==> src/rtl/ccu_cmd_fetch.sv <==
// Command-fetch front end for the CCU: host byte FIFO, WAIT pseudo-op expansion, NOP fill.
// Optional issued-command counter is compiled in with CCU_CMD_FETCH_STATS_EN.
module ccu_cmd_fetch #(
    parameter int          DEPTH   = 8,
    parameter logic [7:0]  NOP_CMD = 8'd0,
    parameter logic [7:0]  WAIT_OP = 8'hFF
) (
    input  logic                         clk,
    input  logic                         rst,
    input  logic [7:0]                   host_data,
    input  logic                         host_valid,
    output logic                         host_ready,
    input  logic                         ccu_ready,
    output logic [7:0]                   cmd,
    output logic                         cmd_valid,
    output logic [$clog2(DEPTH+1)-1:0]   fifo_count,
    output logic                         busy
`ifdef CCU_CMD_FETCH_STATS_EN
    ,
    output logic [15:0]                  issued_count
`endif
);

    // state  | meaning
    // S_RUN  | issue FIFO head, or NOP when empty
    // S_ARG  | WAIT_OP consumed, next byte is the NOP count
    // S_WAIT | counting down NOP cycles
    localparam logic [1:0] S_RUN  = 2'd0;
    localparam logic [1:0] S_ARG  = 2'd1;
    localparam logic [1:0] S_WAIT = 2'd2;

    localparam int AW = $clog2(DEPTH);
    localparam int CW = $clog2(DEPTH + 1);

    logic [7:0]    mem [DEPTH];
    logic [AW-1:0] wr_ptr;
    logic [AW-1:0] rd_ptr;
    logic [1:0]    state;
    logic [7:0]    wait_cnt;
    logic [7:0]    head;
    logic          fifo_empty;
    logic          push;
    logic          pop;
    logic          load_cmd;

    assign head       = mem[rd_ptr];
    assign fifo_empty = (fifo_count == '0);
    assign host_ready = (fifo_count < CW'(DEPTH));
    assign push       = host_valid && host_ready;
    assign pop        = ccu_ready && !fifo_empty && ((state == S_RUN) || (state == S_ARG));
    assign load_cmd   = pop && (state == S_RUN) && (head != WAIT_OP);
    assign busy       = !fifo_empty || (state != S_RUN);

    // Storage carries no reset; validity is tracked entirely by the pointers and count.
    always_ff @(posedge clk) begin
        if (push) begin
            mem[wr_ptr] <= host_data;
        end
    end

    always_ff @(posedge clk) begin
        if (rst) begin
            wr_ptr     <= '0;
            rd_ptr     <= '0;
            fifo_count <= '0;
        end else begin
            if (push) begin
                wr_ptr <= wr_ptr + AW'(1);
            end
            if (pop) begin
                rd_ptr <= rd_ptr + AW'(1);
            end
            case ({push, pop})
                2'b10:   fifo_count <= fifo_count + CW'(1);
                2'b01:   fifo_count <= fifo_count - CW'(1);
                default: fifo_count <= fifo_count;
            endcase
        end
    end

    always_ff @(posedge clk) begin
        if (rst) begin
            state     <= S_RUN;
            wait_cnt  <= 8'd0;
            cmd       <= NOP_CMD;
            cmd_valid <= 1'b0;
        end else if (ccu_ready) begin
            case (state)
                S_RUN: begin
                    if (load_cmd) begin
                        cmd       <= head;
                        cmd_valid <= 1'b1;
                    end else begin
                        cmd       <= NOP_CMD;
                        cmd_valid <= 1'b0;
                        if (pop) begin
                            state <= S_ARG;
                        end
                    end
                end
                S_ARG: begin
                    cmd       <= NOP_CMD;
                    cmd_valid <= 1'b0;
                    // An argument of WAIT_OP is just a count of 255.
                    if (pop) begin
                        if (head == 8'd0) begin
                            state <= S_RUN;
                        end else begin
                            wait_cnt <= head;
                            state    <= S_WAIT;
                        end
                    end
                end
                S_WAIT: begin
                    cmd       <= NOP_CMD;
                    cmd_valid <= 1'b0;
                    wait_cnt  <= wait_cnt - 8'd1;
                    if (wait_cnt == 8'd1) begin
                        state <= S_RUN;
                    end
                end
                default: begin
                    cmd       <= NOP_CMD;
                    cmd_valid <= 1'b0;
                    state     <= S_RUN;
                end
            endcase
        end
    end

`ifdef CCU_CMD_FETCH_STATS_EN
    always_ff @(posedge clk) begin
        if (rst) begin
            issued_count <= 16'd0;
        end else if (load_cmd) begin
            issued_count <= issued_count + 16'd1;
        end
    end
`endif

endmodule
==> config.mk <==
export PLATFORM = sky130hd
export DESIGN_NAME = ccu_cmd_fetch
export DESIGN_NICKNAME = d
export VERILOG_FILES = /design/src/rtl/ccu_cmd_fetch.sv
export SDC_FILE = /design/constraint.sdc
export NUM_CORES = 1
export LEC_CHECK = 0
export BUFFER_PORTS_ARGS = -buffer_cell sky130_fd_sc_hd__buf_2
export CELL_PAD_IN_SITES_DETAIL_PLACEMENT = 1
export CELL_PAD_IN_SITES_GLOBAL_PLACEMENT = 1
export CORE_UTILIZATION = 50
export DETAILED_ROUTE_END_ITERATION = 16
export GPL_ROUTABILITY_DRIVEN = 0
export PLACE_DENSITY = 0.8
export SKIP_CTS_REPAIR_TIMING = 1
export SKIP_LAST_GASP = 1
export SLEW_MARGIN = 40
export SYNTH_ARGS = -nofsm -noshare
export SYNTH_HDL_FRONTEND = slang
export SYNTH_SLANG_ARGS = --single-unit
==> constraint.sdc <==
create_clock -name clk -period 4 [get_ports clk]
set_input_delay 1.2 -clock clk [delete_from_list [all_inputs] [get_ports clk]]
set_output_delay 1.2 -clock clk [all_outputs]
set_load 0.005 [all_outputs]
# After elaboration in Yosys (flattened, before gate mapping)
# Memory sizes are Yosys's and may differ from the RTL's. A register that Yosys moved wholly into a read port is not among the register bits.
# Cells that the tools add are included.
# totals
word_cells,59
out_inout_bits,15
mem_count,1
register_bits,29
in_bits,12
ramBits,64
# memory_table
memory,depth,word_bits,read_ports,rd_ports_with_merged_regs,wr,line_no,rtl
mem,8,8,1,1,1,35,logic [7:0] mem [DEPTH];
# op_classes
order_cmp,1
eq_ne,11
n_reduce_logical,16
mux,18
n_addsub,5
# op_table
cell,count
2-to-1 mux 8 bit,4
one-hot mux 8 bit (2 select lines),1
2-to-1 mux 2 bit,5
inequality test 2 bit (second input constant),5
equality test 8 x 1 -> 1 bit (second input constant),1
zero test 8 bit,1
inequality test 8 bit (second input constant),1
one-hot mux 4 bit (2 select lines),1
subtractor 8 x 1 -> 8 bit (second input constant),1
adder 3 x 1 -> 3 bit (second input constant),2
2-to-1 mux 3 bit,2
one-hot mux 2 bit (3 select lines),1
nonzero test 2 bit,3
logical AND 1 bit,5
AND reduction 5 bit,1
adder 4 x 1 -> 4 bit (second input constant),1
equality test 2 x 1 -> 1 bit (second input constant),2
equality test 2 bit (second input constant),2
zero test 4 bit,1
< comparator 4 bit (second input constant),1
2-to-1 mux 1 bit,4
AND reduction 4 bit,1
subtractor 4 x 1 -> 4 bit (second input constant),1
zero test 2 bit,1
other kinds (2),3

# Depth between registers and ports, before layout
# logic_depth
word_depth,8
mapped_depth,10
mapped_depth_nobuf,9

# Worst setup path after synthesis
# No wires, ideal clock.
# synth_timing
path_kind,input port to flip-flop
start,input port ccu_ready
end,register fifo_count[2]
path_buffers,1
setup_time_ps,71
arrival_ps,3307
required_ps,3929
setup_slack_ps,623
cell_stages,10
cell_sequence,clkbuf_1 inv_2 nor3_1 ha_1 xor2_1 ha_1 a21oi_1 xor2_1 or3_1 a21oi_1
# synth_between
elab_chain_len,4
word_cells_on_any_way,6
cone_classes,eq/ne: 2; mux: 1; reduce/logical: 3
# synth_rtl
item,line_no,rtl
start: declaration,13,"input logic ccu_ready,"
logical AND 1 bit * (2 in series),50,assign pop = ccu_ready && !fifo_empty && ((state == S_RUN) || (state == S_ARG));
named net pop,43,logic pop;
equality test 2 x 1 -> 1 bit or equality test 2 bit (tied branches),73,"case ({push, pop})"
one-hot mux 4 bit (2 select lines) or nonzero test 2 bit (tied branches),n/a,
end signal: assignment,74,2'b10: fifo_count <= fifo_count + CW'(1);
end signal: assignment,75,2'b01: fifo_count <= fifo_count - CW'(1);
end signal: assignment,76,default: fifo_count <= fifo_count;
end: declaration,16,"output logic [$clog2(DEPTH+1)-1:0] fifo_count,"
# The timed path passes the listed nets; every way through them passes the cells marked *.
# A chain may end at the register's enable or synchronous reset.

# Worst setup path after layout
# layout_timing
start,input port host_valid
end,register fifo_count[2]
# layout_between
elab_chain_len,3
word_cells_on_any_way,5
cone_classes,eq/ne: 2; mux: 1; reduce/logical: 2
# layout_rtl
item,line_no,rtl
start: declaration,11,"input logic host_valid,"
logical AND 1 bit *,49,assign push = host_valid && host_ready;
equality test 2 x 1 -> 1 bit or equality test 2 bit (tied branches),73,
one-hot mux 4 bit (2 select lines) or nonzero test 2 bit (tied branches),n/a,
# Every way passes the cells marked *; elsewhere a longest branch is shown, timed or not.

==> metrics.md <==
| Metric | Value |
|---|---|
| Distinct cells, synth | `49` |
| Root buffer cell | `clkbuf_8` |
| Global-route layer with the greatest usage | `met2` |
| Slew headroom | `45.40%` |
| Final-stage net count | `337` |
| Critical path type | `in2reg` |
| Crit-path slowest cell | `nor2b_1` |
| IO buf count | `26` |
| Cells after synthesis | `288` |
| First-pass GRT wire length | `13,720 um` |
| Gr ovfl total | `0` |
| Critical Path RT | `4300 ps` |
| Main synth FF type | `edfxtp_1` |
| Vias | `2,508` |
| R2R Setup Slk | `1240 ps` |
| Later-pin clock latency in the skew report | `370 ps` |
| Detail Route Antenna Nets | `0` |
| Multi-input gate area | `1458 um2` |
| Die area | `8684 um2` |
| Sequential cell area | `2564 um2` |
| Fin. max-slew vios | `0` |
| RSZ-0062 raised after global routing | `no` |
| Final hold slack | `461.7 ps` |
| WL final | `8724 um` |
| Pwr dens | `537.8 nW/um2` |
| R2R depth | `5` |
| CTS tree | `done` |
| Synth Cell Area | `4158 um2` |
| Hold Crit Depth | `1` |
| Cell leakage power | `1.607 nW` |
| Clk sink count | `96` |
| Post-synth EDFFs | `64` |
| DRT iter0 DRCs | `124` |
| Starting Density | `52.71%` |
| Final WS setup | `1147 ps` |
| HP Class | `reg2reg` |
| YS warnings | `0` |
| Cell breakdown of the critical path | `buf_2 -> nor2b_1 -> inv_1 -> ha_1 -> xor2_1 -> ha_1 -> a21oi_1 -> xor2_1 -> or3_1 -> a21oi_1` |
| Die W | `93.19 um` |
| Initial antenna violation count | `0` |
| Pin count of the biggest net entering global routing | `27` |
| Fin Clk Skew | `9.307 ps` |
| Clk pin slew, worst setup/hold paths | `100 ps` |
| Met1 Usage GRT | `27.86%` |
| Hold_sp | `cmd_valid$_SDFFE_PP0P_` |
| Syn nets | `307` |
| DR pass1 iterations | `4` |
| DRC violations left | `0` |
| Vias in the first global route | `2,537` |
| Hold Vio Cnt, Final | `0` |
| # diodes | `0` |
| Final cell utilization of the core | `58.12%` |
| Die Ht | `93.19 um` |
| Vias per std cell | `5.901` |
| Post-synthesis sequential area ratio | `61.63%` |
| Dpl ws | `774.0 ps` |
| Layout cell share with drive strength beyond 1 | `26.32%` |
| H-tree Lvls | `3` |
| Hold Path End | `cmd_valid$_SDFFE_PP0P_` |
| Maximum vdd drop | `0.0002775 V` |
| Fillers | `778` |
| WL/cell | `20.53 um` |
| Area post-placement | `4389 um2` |
| R2r endpoint | `wait_cnt[3]$_SDFFE_PP0P_` |
| Total GRT Usage | `21.80%` |
| Row count | `32` |
| CTS max path bufs | `2` |
| Finished Layout Cells | `425` |
| DP HPWL | `6001 um` |
| CP Capture Type | `flip-flop` |
| Number of max-cap violations | `0` |
| Mean post-synth cell area | `14.44 um2` |
| Core area | `7888 um2` |
| Setup TNS | `0 ps` |
| Crit path DAT | `3150 ps` |
| FF+latch count, synth | `96` |
| Final min period | `2853 ps` |
| Met3 usage | `4.390%` |
| Worst-Margin Slew | `817.8 ps` |
| Total CTS buffers | `9` |
| Startpoint Class | `input pin` |
| I/O Pins | `27` |
| Final setup vio count | `0` |
| GR Layer Usage met2 | `36.58%` |
| Final Cell Area | `4584 um2` |
| CP max stage delay | `390 ps` |
| Cell total after placement | `409` |
| Async set or reset register ratio after synthesis | `0%` |
| Area delta synth->final | `10.26%` |
| Run status | `finished, final reports clean` |
| CP max FO | `6` |
| Total power | `2.466 mW` |
| Peak Freq | `350.5 MHz` |
| Final critical-path share of the clock period | `71.32%` |
cells by family (layout without fill, tap and decap cells):
| kind of cell | after synthesis | count (layout) | share of synthesized area [%] |
|---|---|---|---|
| DFF | 96 | 96 | 61.63 |
| and+or+nand+nor | 65 | 65 | 8.366 |
| AOI/OAI and AO/OA | 55 | 55 | 10.08 |
| buffers and inverters | 31 | 66 | 3.521 |
| muxes | 27 | 27 | 12.82 |
| adders and majority gates | 7 | 7 | 2.106 |
| xor gates and xnor gates | 7 | 7 | 1.475 |
cell usage in the layout, fill, tap and decap left out, types with 7 or more instances in the layout:
cell,netlist,routed
nand3_1,8,8
ha_1,7,7
mux4_2,14,14
nand2_1,8,8
clkbuf_8,0,9
inv_1,15,15
dfxtp_1,32,31
a22o_1,8,8
a21oi_1,11,11
edfxtp_1,64,64
o21ai_0,9,9
buf_2,2,26
buf_4,1,8
nor2_1,19,18
worst max-delay path, delay by kind of cell:
family,cells,cell delay [ps]
AO/OA/AOI/OAI,2,290
buffers and inverters,2,200
AND/OR/NAND/NOR,2,710
adder cells (fa/ha/maj),2,480
XOR/XNOR,2,260
power breakdown:
group          switching [mW]  internal (mW)  total, mW
registers               0.101           1.15       1.25
clock network           0.373          0.241      0.614
logic                   0.321          0.284      0.605
total                   0.795           1.67       2.47
synth_stat cells, drive strengths merged, types with 7 or more instances:
cell | count | area share, %
clkbuf | 9 | 0.81
o21ai | 10 | 1.2
nor2 | 19 | 1.7
mux2i | 10 | 3.7
nand2 | 8 | 0.72
inv | 16 | 1.4
dfxtp | 32 | 15
o31ai | 9 | 2.2
a21oi | 13 | 2.1
nand3 | 8 | 0.96
a22o | 8 | 1.7
edfxtp | 64 | 46
ha | 7 | 2.1
mux4 | 16 | 8.8
worst max path at each step:
stage / start / end / depth (start not counted)
final: host_valid / fifo_count[2]$_SDFFE_PP0P_ / 10
after global routing: host_valid / fifo_count[2]$_SDFFE_PP0P_ / 10
after CTS: host_valid / fifo_count[2]$_SDFFE_PP0P_ / 10
after detailed placement: host_valid / fifo_count[2]$_SDFFE_PP0P_ / 10
after global placement: host_valid / fifo_count[2]$_SDFFE_PP0P_ / 10
after floorplan: ccu_ready / fifo_count[2]$_SDFFE_PP0P_ / 10
per-layer routing:
metal	wire length, um	vias up
met5	0	-
met4	140	0
met3	381	9
met2	4511	50
met1	3691	1283
li1	-	1166
area by class of cell:
class,instances,share of cell area (%)
well taps,102,2.784
repair buffers,34,4.148
multi-input cells,161,31.80
inverters,16,1.310
clock buffers,9,2.702
flip-flops and latches,96,55.92
clock inverters,7,1.337
registers in the layout, indices dropped and copies added, names as in the netlist, named ones only:
| signal | count |
|---|---|
| state | 2 |
| cmd | 8 |
| fifo_count | 4 |
| wait_cnt | 8 |
| rd_ptr | 3 |
| mem | 64 |
| wr_ptr | 3 |
| cmd_valid | 1 |
(Power assumes the default switching activity.)
